==> config.mk <==
export PLATFORM = sky130hd
export DESIGN_NAME = matrix_bank
export DESIGN_NICKNAME = d
export VERILOG_FILES = /design/src/rtl/matrix_bank.sv
export SDC_FILE = /design/constraint.sdc
export NUM_CORES = 2
export LEC_CHECK = 0
export CORE_MARGIN = 4
export CORE_UTILIZATION = 40
export CTS_CLUSTER_SIZE = 40
export DETAILED_ROUTE_END_ITERATION = 7
export GPL_TIMING_DRIVEN = 0
export PLACE_DENSITY_LB_ADDON = 0.2
export SETUP_SLACK_MARGIN = 0.4
export SLEW_MARGIN = 20
export SYNTH_ARGS = -nofsm -noshare
export SYNTH_HDL_FRONTEND = slang
export SYNTH_SLANG_ARGS = --single-unit
==> constraint.sdc <==
create_clock -name clk -period 35.9 [get_ports clk]
set_input_delay 3.59 -clock clk [delete_from_list [all_inputs] [get_ports clk]]
set_output_delay 3.59 -clock clk [all_outputs]
set_load 0.02 [all_outputs]
==> src/rtl/matrix_bank.sv <==
// Multi-slot matrix store: row-major element fill into FIFO-chosen or explicit slots, registered random-access read.
// Read latency 1 cycle; no backpressure, every elem_valid cycle is consumed (or dropped when idle).
module matrix_bank #(
  parameter int MAX_DIM    = 5,
  parameter int MAX_STORE  = 4,
  parameter int ELEM_WIDTH = 8,
  parameter int DIM_WIDTH  = 4,
  localparam int SLOT_W    = (MAX_STORE > 1) ? $clog2(MAX_STORE) : 1
) (
  input  logic                  clk,
  input  logic                  rst,
  input  logic                  wen,
  input  logic [DIM_WIDTH-1:0]  m,
  input  logic [DIM_WIDTH-1:0]  n,
  input  logic                  wr_mode,
  input  logic [SLOT_W-1:0]     wr_slot,
  input  logic [ELEM_WIDTH-1:0] elem_in,
  input  logic                  elem_valid,
  input  logic                  elem_end,
  input  logic                  abort,
  input  logic                  rd_en,
  input  logic [SLOT_W-1:0]     rd_slot,
  input  logic [DIM_WIDTH-1:0]  rd_row,
  input  logic [DIM_WIDTH-1:0]  rd_col,
  output logic [ELEM_WIDTH-1:0] rd_data,
  output logic [DIM_WIDTH-1:0]  rd_m,
  output logic [DIM_WIDTH-1:0]  rd_n,
  output logic                  rd_valid,
  output logic                  rd_hit,
  output logic [MAX_STORE-1:0]  slot_valid,
  output logic                  busy,
  output logic                  input_done,
  output logic                  dim_err
);

  localparam int IDX_W = (MAX_DIM > 1) ? $clog2(MAX_DIM) : 1;
  localparam logic [DIM_WIDTH-1:0] MAX_DIM_D = DIM_WIDTH'(MAX_DIM);
  localparam logic [SLOT_W:0]      NUM_SLOT  = (SLOT_W+1)'(MAX_STORE);
  localparam logic [SLOT_W-1:0]    LAST_SLOT = SLOT_W'(MAX_STORE - 1);

  typedef struct packed {
    logic [DIM_WIDTH-1:0] m;
    logic [DIM_WIDTH-1:0] n;
  } dims_t;

  typedef enum logic {IDLE, FILL} state_t;

  state_t                state;
  logic [ELEM_WIDTH-1:0] mem [MAX_STORE][MAX_DIM][MAX_DIM];
  dims_t                 dims [MAX_STORE];
  dims_t                 act;
  logic [SLOT_W-1:0]     tgt_slot;
  logic [SLOT_W-1:0]     fifo_ptr;
  logic [DIM_WIDTH-1:0]  row_cnt;
  logic [DIM_WIDTH-1:0]  col_cnt;

  logic                  wen_ok;
  logic [SLOT_W-1:0]     new_slot;
  logic                  last_elem;
  logic                  rd_slot_vld;
  logic                  rd_hit_c;
  logic [ELEM_WIDTH-1:0] rd_elem;

  assign wen_ok = (m != '0) && (m <= MAX_DIM_D) && (n != '0) && (n <= MAX_DIM_D) &&
                  (!wr_mode || ({1'b0, wr_slot} < NUM_SLOT));
  assign new_slot  = wr_mode ? wr_slot : fifo_ptr;
  assign last_elem = elem_valid && (row_cnt == act.m - 1'b1) && (col_cnt == act.n - 1'b1);

  // Out-of-range slots and addresses read as a miss; the array index is only trusted under rd_hit_c.
  assign rd_slot_vld = ({1'b0, rd_slot} < NUM_SLOT) && slot_valid[rd_slot];
  assign rd_hit_c    = rd_slot_vld && (rd_row < dims[rd_slot].m) && (rd_col < dims[rd_slot].n);
  assign rd_elem     = mem[rd_slot][rd_row[IDX_W-1:0]][rd_col[IDX_W-1:0]];

  assign busy = (state == FILL);

  always_ff @(posedge clk or posedge rst) begin
    if (rst) begin
      state      <= IDLE;
      act        <= '0;
      tgt_slot   <= '0;
      fifo_ptr   <= '0;
      row_cnt    <= '0;
      col_cnt    <= '0;
      slot_valid <= '0;
      input_done <= 1'b0;
      dim_err    <= 1'b0;
      rd_valid   <= 1'b0;
      rd_hit     <= 1'b0;
      rd_data    <= '0;
      rd_m       <= '0;
      rd_n       <= '0;
      for (int s = 0; s < MAX_STORE; s++) begin
        dims[s] <= '0;
        for (int r = 0; r < MAX_DIM; r++)
          for (int c = 0; c < MAX_DIM; c++)
            mem[s][r][c] <= '0;
      end
    end else begin
      input_done <= 1'b0;
      dim_err    <= 1'b0;

      // A new wen wins over everything on the write side, even a mid-fill element.
      if (wen) begin
        if (wen_ok) begin
          tgt_slot             <= new_slot;
          act                  <= '{m: m, n: n};
          dims[new_slot]       <= '{m: m, n: n};
          slot_valid[new_slot] <= 1'b0;
          row_cnt              <= '0;
          col_cnt              <= '0;
          state                <= FILL;
          if (!wr_mode)
            fifo_ptr <= (fifo_ptr == LAST_SLOT) ? '0 : fifo_ptr + 1'b1;
          for (int r = 0; r < MAX_DIM; r++)
            for (int c = 0; c < MAX_DIM; c++)
              mem[new_slot][r][c] <= '0;
        end else begin
          dim_err <= 1'b1;
        end
      end else if (state == FILL) begin
        if (abort) begin
          state <= IDLE;
        end else begin
          if (elem_valid)
            mem[tgt_slot][row_cnt[IDX_W-1:0]][col_cnt[IDX_W-1:0]] <= elem_in;
          if (last_elem || elem_end) begin
            slot_valid[tgt_slot] <= 1'b1;
            input_done           <= 1'b1;
            state                <= IDLE;
          end else if (elem_valid) begin
            if (col_cnt == act.n - 1'b1) begin
              col_cnt <= '0;
              row_cnt <= row_cnt + 1'b1;
            end else begin
              col_cnt <= col_cnt + 1'b1;
            end
          end
        end
      end

      rd_valid <= rd_en;
      if (rd_en) begin
        rd_hit  <= rd_hit_c;
        rd_data <= rd_hit_c ? rd_elem : '0;
        rd_m    <= rd_slot_vld ? dims[rd_slot].m : '0;
        rd_n    <= rd_slot_vld ? dims[rd_slot].n : '0;
      end
    end
  end

endmodule

==> metrics.cfg <==
[power]
power.density_nw_per_um2=51.3
power_leakage_nw=20.6
ir_drop_mv=0.0553
power_mw=2.37

[sta]
fin_setup_tns_ns=0
setup_viol=0
worstMarginPinSlew_ns=1.28
slew_headroom_pct=14.2
rsz0062_at_grt=false
whs_ns=0.477
fin_crit_ns=7.70
timing.final.crit_share_pct=21.5
hold_violations=0
fmax_ghz=0.130
slew_viol_final=0
fin_ws_ns=28.20
fin_skew_ns=0.0310

[cells_and_area]
area_growth_pct=14.4
layoutNonFillerInstCount=4494
nNetsFinal=3168
utilization_pct=46.1
stdcell_area_sq_um=46200
drive_above_1_share_pct=20.1

[synth]
async_flop_share_pct=100
synth_cell_types=64
synth-edff-count=0
synth_top_area_share_pct=54.4
synth_area_per_cell_sq_um=13.6
synthTopCellsByArea=dfrtp_1, a22o_1, mux4_2
netlist.top_cell.by_area=dfrtp_1
synth.most_common_cell=dfrtp_1
syn-num-nets=3006
synth-seq-cells=877
postSynthCellCount=2959
synth_warnings=0
syn-cell-area_sq_um=40300
yosysSeqAreaShare_pct=54.4
synthTopCellsByCount=dfrtp_1, a22o_1, nor2_1, mux4_2, clkbuf_1
ys.flop_type=dfrtp_1

[detailed_routing]
wl_per_cell_microns=38.6
via_per_inst=6.92
drc=0
drtIter0Drc=3915
vias=31100
wl_microns=174000
drt_pre_antenna_iters=6
postRouteAntennaNets=0

[floorplanning]
core_area_sq_um=100000
die_h_microns=326
num_rows=116
start_util_pct=40.3
pin_count=61
dieArea_sq_um=106000
die_width_microns=326

[hold_path]
hold_path.class=flop to flop

[job]
cap_viol_max_count=0

[clocking]
cts.sinks=877
clock_path_buffers=3
ctsResizeCount=0
cts_tree=built
htree_levels=3
cts_buffers=96
clock_latency_ns=0.70
post_cts_buffers=0
ctsHoldBuffers=0
clk_pin_slew_worst_paths_ns=0.06
cts_root_buffer=clkbuf_16

[critical_path]
cp_data_arrival_time_ns=8.22
crit_fanout=10
crit_required_ns=36.42
rrSetupSlack_ns=32.16
startpoint_type=primary input
worst-setup-path-type=primary input to flop
setup.worst_path.end_class=flop

[grt]
track_usage_pct=32.3
grt_pass1_vias=31000
grt_pass1_wl_microns=243000
grt_start_max_net_pins=111
overflow=0
antenna_found_initial=9

[status]
outcome=finished clean

[placed_design]
globalplace.congestion=1.08
post-place-cells=4321
hpwl_microns=122000
post-place-ws_ns=27.74
placed_area_sq_um=42900
io_buffers=48

[worst paths after layout]
| path | from | to | cells past startpoint |
|---|---|---|---|
| worst max-delay path | rd_slot[1] | rd_data[3] | 13 |
| worst min-delay path | dims[3] | dims[3] | 1 |
| worst max register to register | busy | mem[134] | 5 |
| worst min register to register | dims[3] | dims[3] | 1 |
| max in group asynchronous | rst | mem[98] | 5 |
| min in group asynchronous | rst | fifo_ptr[1] | 2 |
[power breakdown]
group          internal, mW  switching, mW
logic                0.0817          0.225
registers              1.02         0.0166
clock network         0.601          0.430
[cells by family after synthesis]
| logic type | count (synthesis) | synth area share [%] |
|---|---|---|
| adders and majority gates | 11 | 0.341 |
| and+or+nand+nor | 402 | 4.39 |
| muxes | 334 | 14.0 |
| buffers and inverters | 256 | 3.02 |
| DFF | 877 | 54.4 |
| xor gates and xnor gates | 12 | 0.261 |
| AOI/OAI and AO/OA | 1067 | 23.6 |
[final cells by class]
class / instances / area, sq um
tap: 1298 / 1620
clock buffer: 136 / 2850
antenna: 3 / 7.51
multi-input combinational: 1826 / 17200
timing repair buffer: 64 / 813
clock inverter: 34 / 405
sequential: 877 / 21900
buffer: 220 / 1160
fill: 8851 / 54000
inverter: 36 / 143
[cells in the final DEF (no fill, tap or decap), types with 48 or more instances in the layout]
master | netlist | final
dfrtp_1 | 877 | 877
a22o_1 | 800 | 800
nor2_1 | 225 | 225
mux4_2 | 182 | 182
mux2i_1 | 124 | 124
clkbuf_16 | 0 | 98
clkbuf_1 | 126 | 79
nand2_1 | 77 | 77
o21ai_4 | 60 | 60
clkbuf_2 | 0 | 60
buf_2 | 50 | 51
clkdlybuf4s50_1 | 0 | 48
[worst max-delay path: stages]
cell and delay, ns:
buf_2 0.30, buf_2 0.48, buf_2 0.47, buf_4 0.35, buf_2 0.44, mux4_2 0.42, inv_1 0.08, ha_1 0.23
a211oi_1 0.25, nand3_1 0.13, nor3_2 0.76, o21ai_0 0.21, a32oi_1 0.50
[routing by layer]
metal | up-vias | GRT usage [%] | wire length (microns) | share of wire (%)
met3 | 524 | 12.0 | 21900 | 13
li1 | 12000 | - | - | -
met2 | 2152 | 45.1 | 71600 | 41
met5 | - | 0 | 115 | 0.066
met1 | 16400 | 42.5 | 66700 | 38
met4 | 12 | 20.5 | 13300 | 7.7
[registers in the layout, indices dropped and copies added (netlist names), 4 cells and up]
signal,flops
rd_data,8
dims,32
slot_valid,4
act,8
mem,800
rd_n,4
rd_m,4
row_cnt,4
col_cnt,4
Note: power is estimated with default switching activity, not from simulation.
